[config.mk]
export PLATFORM = sky130hd
export DESIGN_NAME = sdram_test_sequencer
export DESIGN_NICKNAME = d
export VERILOG_FILES = /design/src/rtl/sdram_test_pkg.sv /design/src/rtl/sdram_pattern_gen.sv /design/src/rtl/sdram_test_sequencer.sv
export SDC_FILE = /design/constraint.sdc
export NUM_CORES = 1
export LEC_CHECK = 0
export CAP_MARGIN = 15
export CORE_MARGIN = 8
export CORE_UTILIZATION = 40
export DETAILED_ROUTE_END_ITERATION = 7
export HOLD_SLACK_MARGIN = 0.06
export PLACE_DENSITY = 0.68
export REMOVE_ABC_BUFFERS = 1
export SLEW_MARGIN = 25
export SYNTH_ARGS = -nofsm -noshare
export SYNTH_HDL_FRONTEND = slang
export SYNTH_SLANG_ARGS = --single-unit
[constraint.sdc]
create_clock -name clk_27m -period 3.7 [get_ports clk_27m]
set_clock_uncertainty 0.15 [all_clocks]
set_input_delay 0.37 -clock clk_27m [delete_from_list [all_inputs] [get_ports clk_27m]]
set_output_delay 0.37 -clock clk_27m [all_outputs]
set_load 0.05 [all_outputs]
[src/rtl/sdram_test_pkg.sv]
// Shared types and constants for the SDRAM FIFO-port self-test sequencer.
// Optional LFSR pattern mode is selected with the SDRAM_TEST_SEQ_LFSR_EN macro.
package sdram_test_pkg;

    typedef enum logic [2:0] {
        IDLE,
        WLOAD,
        WRITE,
        WAIT,
        RLOAD,
        READ,
        DRAIN,
        DONE
    } seq_state_t;

    localparam logic [15:0] LFSR_TAPS = 16'hB400;
    localparam logic [7:0]  ERR_SAT   = 8'd255;

    // One right-shifting Galois LFSR step.
    function automatic logic [15:0] lfsr_step(input logic [15:0] v);
        return (v >> 1) ^ (v[0] ? LFSR_TAPS : 16'h0000);
    endfunction

endpackage

[src/rtl/sdram_pattern_gen.sv]
// Test pattern source: loads a seed, then steps once per advance strobe.
// Incrementing by default; 16-bit Galois LFSR when SDRAM_TEST_SEQ_LFSR_EN is defined.
module sdram_pattern_gen
    import sdram_test_pkg::*;
(
    input  logic        clk_27m,
    input  logic        rst,
    input  logic        load,
    input  logic [15:0] seed,
    input  logic        advance,
    output logic [15:0] pattern
);

    // Pattern register: load has priority over advance.
    always_ff @(posedge clk_27m or posedge rst) begin
        if (rst) begin
            pattern <= 16'h0000;
        end else if (load) begin
`ifdef SDRAM_TEST_SEQ_LFSR_EN
            // An all-zero LFSR state would lock up, so substitute 1.
            pattern <= (seed == 16'h0000) ? 16'h0001 : seed;
`else
            pattern <= seed;
`endif
        end else if (advance) begin
`ifdef SDRAM_TEST_SEQ_LFSR_EN
            pattern <= lfsr_step(pattern);
`else
            pattern <= pattern + 16'd1;
`endif
        end
    end

endmodule

[src/rtl/sdram_test_sequencer.sv]
// SDRAM WR1/RD1 FIFO-port self-test: write a pattern, wait for flush,
// read it back and compare. Pattern style set by SDRAM_TEST_SEQ_LFSR_EN.
module sdram_test_sequencer
    import sdram_test_pkg::*;
#(
    parameter int NUM_WORDS = 16,
    parameter int IDX_W     = 8,
    parameter int WAIT_CYC  = 64,
    parameter int RD_LAT    = 1,
    parameter int LOAD_CYC  = 2
) (
    input  logic             clk_27m,
    input  logic             rst,
    input  logic             start,
    input  logic [15:0]      seed,
    output logic [15:0]      wr_data,
    output logic             wr_en,
    output logic             wr_load,
    output logic             rd_en,
    output logic             rd_load,
    input  logic [15:0]      rd_data,
    output logic             busy,
    output logic             done,
    output logic             pass,
    output logic [7:0]       err_cnt,
    output logic [IDX_W-1:0] first_err
);

    localparam int               DLY_W      = 16;
    localparam int               SR_LEN     = (RD_LAT > 0) ? RD_LAT : 1;
    localparam logic [DLY_W-1:0] DLY_ONE    = DLY_W'(1);
    localparam logic [DLY_W-1:0] LOAD_INIT  = DLY_W'(LOAD_CYC - 1);
    localparam logic [DLY_W-1:0] WAIT_INIT  = DLY_W'(WAIT_CYC - 1);
    localparam logic [DLY_W-1:0] DRAIN_INIT = DLY_W'(SR_LEN - 1);
    localparam logic [IDX_W-1:0] IDX_ONE    = IDX_W'(1);
    localparam logic [IDX_W-1:0] IDX_LAST   = IDX_W'(NUM_WORDS - 1);

    seq_state_t       state, state_nxt;
    logic [IDX_W-1:0] idx, idx_nxt;
    logic [DLY_W-1:0] dly, dly_nxt;
    logic             err_flag, err_flag_nxt;
    logic [7:0]       err_cnt_nxt;
    logic [IDX_W-1:0] first_err_nxt;
    logic             start_ok;
    logic [15:0]      exp_data;
    logic             cmp_vld;
    logic [IDX_W-1:0] cmp_idx;
    logic [SR_LEN-1:0] vld_sr;
    logic [IDX_W-1:0] idx_sr [SR_LEN];
    logic             wr_load_d, wr_en_d, rd_load_d, rd_en_d;
    logic             busy_d, done_d, pass_d;

    assign start_ok = start && (state == IDLE || state == DONE);

    // The write generator drives wr_data straight from its register.
    sdram_pattern_gen u_wr_gen (
        .clk_27m (clk_27m),
        .rst     (rst),
        .load    (start_ok),
        .seed    (seed),
        .advance (state == WRITE),
        .pattern (wr_data)
    );

    // The expected generator follows the delayed read strobes only.
    sdram_pattern_gen u_exp_gen (
        .clk_27m (clk_27m),
        .rst     (rst),
        .load    (start_ok),
        .seed    (seed),
        .advance (cmp_vld),
        .pattern (exp_data)
    );

    assign cmp_vld = (RD_LAT == 0) ? rd_en : vld_sr[SR_LEN-1];
    assign cmp_idx = (RD_LAT == 0) ? idx   : idx_sr[SR_LEN-1];

    // Read-strobe and index delay line, matching the FIFO read latency.
    always_ff @(posedge clk_27m or posedge rst) begin
        if (rst) begin
            vld_sr <= '0;
            for (int k = 0; k < SR_LEN; k++) idx_sr[k] <= '0;
        end else begin
            vld_sr[0] <= rd_en;
            idx_sr[0] <= idx;
            for (int k = 1; k < SR_LEN; k++) begin
                vld_sr[k] <= vld_sr[k-1];
                idx_sr[k] <= idx_sr[k-1];
            end
        end
    end

    // State, counters and all outputs are registered together.
    always_ff @(posedge clk_27m or posedge rst) begin
        if (rst) begin
            state     <= IDLE;
            idx       <= '0;
            dly       <= '0;
            err_flag  <= 1'b0;
            err_cnt   <= 8'd0;
            first_err <= '0;
            wr_load   <= 1'b0;
            wr_en     <= 1'b0;
            rd_load   <= 1'b0;
            rd_en     <= 1'b0;
            busy      <= 1'b0;
            done      <= 1'b0;
            pass      <= 1'b0;
        end else begin
            state     <= state_nxt;
            idx       <= idx_nxt;
            dly       <= dly_nxt;
            err_flag  <= err_flag_nxt;
            err_cnt   <= err_cnt_nxt;
            first_err <= first_err_nxt;
            wr_load   <= wr_load_d;
            wr_en     <= wr_en_d;
            rd_load   <= rd_load_d;
            rd_en     <= rd_en_d;
            busy      <= busy_d;
            done      <= done_d;
            pass      <= pass_d;
        end
    end

    // Next-state and counter sequencing.
    always_comb begin
        state_nxt = state;
        idx_nxt   = idx;
        dly_nxt   = dly;
        case (state)
            IDLE, DONE: begin
                if (start) begin
                    state_nxt = WLOAD;
                    dly_nxt   = LOAD_INIT;
                end
            end
            WLOAD: begin
                if (dly == '0) begin
                    state_nxt = WRITE;
                    idx_nxt   = '0;
                end else begin
                    dly_nxt = dly - DLY_ONE;
                end
            end
            WRITE: begin
                if (idx == IDX_LAST) begin
                    state_nxt = WAIT;
                    dly_nxt   = WAIT_INIT;
                end else begin
                    idx_nxt = idx + IDX_ONE;
                end
            end
            WAIT: begin
                if (dly == '0) begin
                    state_nxt = RLOAD;
                    dly_nxt   = LOAD_INIT;
                end else begin
                    dly_nxt = dly - DLY_ONE;
                end
            end
            RLOAD: begin
                if (dly == '0) begin
                    state_nxt = READ;
                    idx_nxt   = '0;
                end else begin
                    dly_nxt = dly - DLY_ONE;
                end
            end
            READ: begin
                if (idx == IDX_LAST) begin
                    // With zero latency the last word is compared in READ itself.
                    state_nxt = (RD_LAT == 0) ? DONE : DRAIN;
                    dly_nxt   = DRAIN_INIT;
                end else begin
                    idx_nxt = idx + IDX_ONE;
                end
            end
            DRAIN: begin
                if (dly == '0) begin
                    state_nxt = DONE;
                end else begin
                    dly_nxt = dly - DLY_ONE;
                end
            end
            default: state_nxt = IDLE;
        endcase
    end

    // Error accounting: saturating count, first failing index latched once.
    always_comb begin
        err_cnt_nxt   = err_cnt;
        first_err_nxt = first_err;
        err_flag_nxt  = err_flag;
        if (start_ok) begin
            err_cnt_nxt   = 8'd0;
            first_err_nxt = '0;
            err_flag_nxt  = 1'b0;
        end else if (cmp_vld && (rd_data != exp_data)) begin
            if (err_cnt != ERR_SAT) err_cnt_nxt = err_cnt + 8'd1;
            if (!err_flag) begin
                first_err_nxt = cmp_idx;
                err_flag_nxt  = 1'b1;
            end
        end
    end

    // Output decode from the next state so every output comes off a flop.
    always_comb begin
        wr_load_d = (state_nxt == WLOAD);
        wr_en_d   = (state_nxt == WRITE);
        rd_load_d = (state_nxt == RLOAD);
        rd_en_d   = (state_nxt == READ);
        busy_d    = (state_nxt != IDLE) && (state_nxt != DONE);
        done_d    = (state_nxt == DONE);
        pass_d    = (state_nxt == DONE) && (err_cnt_nxt == 8'd0);
    end

endmodule

==> metrics.md <==
| Metric | Value |
|---|---|
| R2R depth | `6` |
| Placed insts | `709` |
| Max-slew headroom | `between 30% and 40%` |
| MaxCap Viol Count | `0` |
| Dpl ws | `between 0.5 and 0.6 ns` |
| Post-synth ARST share | `100%` |
| Number of synthesized register bits | `92` |
| Synth unique cells | `56` |
| Core box area | `roughly 0.012 mm2` |
| Post-DRT Antenna Nets | `0` |
| Antenna violations before repair | `0` |
| GRT Resource Usage Total | `between 15 and 20%` |
| First-pass GRT wire length | `about 20 mm` |
| Final period util | `between 80% and 90%` |
| Hold Fails Final Rpt | `0` |
| Sequential fraction of the synthesis area | `a little under 50%` |
| DRC | `0` |
| Worst Hold Path Cells | `0` |
| Nets | `just over 600` |
| Mapped Avg Cell Area | `9.42 um2` |
| Post-synth EDFFs | `0` |
| Final Total Pwr | `roughly 5 mW` |
| Outcome | `complete, no violations` |
| Family with the most delay on the worst path | `simple AND/OR/NAND/NOR gates` |
| H-tree Lvls | `3` |
| Critical path buffers and inverters | `0` |
| Met3 Resource Use GR | `between 3 and 4%` |
| Final setup vio count | `0` |
| Routed vias/inst | `approximately 5.4` |
| CTS Buf Count | `9` |
| Crit-path max cell delay | `about 0.8 ns` |
| Worst R2R Start | `state[0]` |
| Post-DP HPWL | `about 8.3 mm` |
| Layout cells sized above 1 | `slightly above 6%` |
| Crit Path Category | `flip-flop to flip-flop` |
| Pwr per Cell Area | `roughly 850 mW/mm2` |
| Critical path launch point type | `flip-flop` |
| CP cell instances | `nor2b_1, a21oi_1, nor2_1, nor3_2, nand2b_1, o41ai_1` |
| WL final | `between 10 and 15 mm` |
| DR WL/cell | `16.0 um` |
| Max Clk Rate | `between 0.3 and 0.4 GHz` |
| Critical path data arrival time | `around 3.2 ns` |
| Synth warnings | `0` |
| Hold buffer count at cts | `0` |
| Setup slack after layout | `between 0.5 and 0.6 ns` |
| Area Growth Syn to Fin | `24.4%` |
| Worst R2R Setup Slack | `0.59 ns` |
| DR iter-0 viols | `between 200 and 250` |
| Initial Util | `40.3%` |
| CTS tree | `done` |
| Grt met2 use | `between 20 and 25%` |
| Fill cells | `around 1100` |
| Die area | `0.0157 mm2` |
| Clk slew on worst S/H paths | `~0.060 ns` |
| Post-CTS setup buffers | `0` |
| IO Port Bufs | `73` |
| RR Endpoint | `dly[12]` |
| Worst path slowest cell | `nor3_2` |
| Global route overflow | `0` |
| Worst VDD drop | `0.446 mV` |
| Longest Clk Path Bufs | `2` |
| I/O Pins | `74` |
| FP Rows | `40` |
| First-pass DRT Iterations | `5` |
| Routed vias | `a little under 4000` |
| RSZ-0062 raised after global routing | `false` |
| Ys flop type | `dfrtp_1` |
| Met1 Use GR | `about a fifth` |
| Most Crowded Layer GR | `met2` |
| Min cycle time layout | `~3.1 ns` |
| Clock sinks | `92` |
| Routability cong. | `~0.83` |
| Die width | `~130 um` |
| Final TNS setup | `0 ns` |
| Worst min path class | `flip-flop to flip-flop` |
| Cells after synthesis | `approximately 500` |
| Hold_sp | `rd_en` |
| Die Height | `roughly 130 um` |
| Non-Filler Instances | `roughly 730` |
| Largest net degree at the start of global routing | `46` |
| Worst-skew pair later-pin latency | `0.34 ns` |
| Via count of the first global-routing pass | `between 3000 and 4000` |
| Endpoint, Worst Hold | `cmp_vld` |
| Critical Path Sink Type | `flip-flop` |
| Mapped Area | `0.00476 mm2` |
| Layout Utilization | `about half` |
| CP max FO | `21` |
| Slew Viols, Final | `0` |
| CTS resizes | `0` |
| CTS root buffer | `clkbuf_16` |
| Required @ worst endpoint | `about 3.8 ns` |
| Diodes inserted | `0` |
| Leak | `around 2.4 nW` |
| Measured slew at the worst slew-check pin | `approximately 0.95 ns` |
## registers in the layout, summed over array words and instances (netlist names), 3 cells and up
signal             cells
err_cnt                8
first_err              8
cmp_idx                8
u_wr_gen.pattern      16
dly                   16
state                  3
idx                    8
u_exp_gen.pattern     16
## how the worst max path moves through the flow
stage | from | to | slack (ns) | cells after the start
floorplan | state[0] | pass | 0.40 | 6
global placement | start | dly[12] | 0.61 | 6
detailed placement | start | dly[12] | 0.51 | 6
CTS | state[0] | dly[12] | 0.60 | 6
global route | state[0] | dly[12] | 0.21 | 6
finish | state[0] | dly[12] | 0.59 | 6
## Yosys cell counts, types with 2 or more instances
cell,number,area (um2)
xor2_1,36,315
nand2_1,45,169
inv_1,8,30.0
a31oi_1,6,37.5
nand4_1,6,37.5
nor2_1,64,240
o31ai_1,6,45.0
xnor2_1,16,140
ha_1,6,75.1
nand2b_1,3,18.8
a211oi_1,5,37.5
buf_1,2,7.51
and2_1,2,12.5
nand3b_1,2,15.0
nor2b_1,7,43.8
buf_2,5,25.0
nor3_1,10,50.1
o21ai_1,25,125
and4_1,4,35.0
mux2i_1,13,130
a21oi_1,42,210
nor4_1,10,62.6
a22o_1,2,17.5
dfrtp_1,92,2300
buf_6,2,22.5
clkbuf_1,13,48.8
and3_1,14,87.6
o41ai_1,3,26.3
o21ai_0,6,30.0
nand3_1,22,110
or3_1,4,25.0
## metal layers
metal / wire length, um / vias to the layer above
li1: - / 1918
met1: 5390 / 1899
met2: 5660 / 87
met3: 437 / 8
met4: 92 / 0
met5: 0 / -
## per-stage QoR
step	hold WS [ns]	cell area [um2]
2_1_floorplan	0.245	4650
3_3_place_gp	0.248	5630
3_5_place_dp	0.244	5630
4_1_cts	0.257	5930
5_1_grt	0.269	5930
6_report	0.258	5930
## cell families (layout without fill, tap and decap cells)
| family | after synthesis | count (layout) | synth area share, % |
|---|---|---|---|
| adders and majority gates | 6 | 6 | 1.58 |
| and+or+nand+nor | 204 | 204 | 21.2 |
| DFF | 92 | 92 | 48.3 |
| AOI/OAI and AO/OA | 107 | 107 | 13.4 |
| xor gates and xnor gates | 52 | 52 | 9.56 |
| buffers and inverters | 31 | 103 | 2.97 |
| muxes | 14 | 14 | 2.97 |
## cells in the final DEF, fill, tap and decap left out, drive strengths merged, types with 7 or more instances in the layout
master / instances
a21oi: 42
and3: 14
clkbuf: 11
clkdlybuf4s50: 73
dfrtp: 92
inv: 8
mux2i: 13
nand2: 45
nand3: 22
nor2: 66
nor2b: 7
nor3: 11
nor4: 10
o21ai: 31
o31ai: 7
xnor2: 16
xor2: 36
## power by group
| group | internal (mW) | total [mW] | switching [mW] |
|---|---|---|---|
| Sequential | 1.38 | 1.81 | 0.432 |
| Combinational | 0.881 | 2.32 | 1.44 |
| Clock | 0.545 | 0.936 | 0.392 |
## worst reg2reg max path: cells and delay by family (launching register included)
family	cells	cell delay, ns
flops	1	0.58
compound gates	2	0.64
simple gates	4	1.64
## cell type report
| class | count | area [um2] | share of cell area [%] |
|---|---|---|---|
| flip-flops and latches | 92 | 2300 | 38.8 |
| well taps | 147 | 184 | 3.10 |
| multi-input cells | 383 | 2330 | 39.3 |
| inverters | 8 | 31.3 | 0.528 |
| clock buffers | 11 | 243 | 4.09 |
| clock inverters | 5 | 60.1 | 1.01 |
| repair buffers | 79 | 776 | 13.1 |
Power figures use the tool's default switching activity.
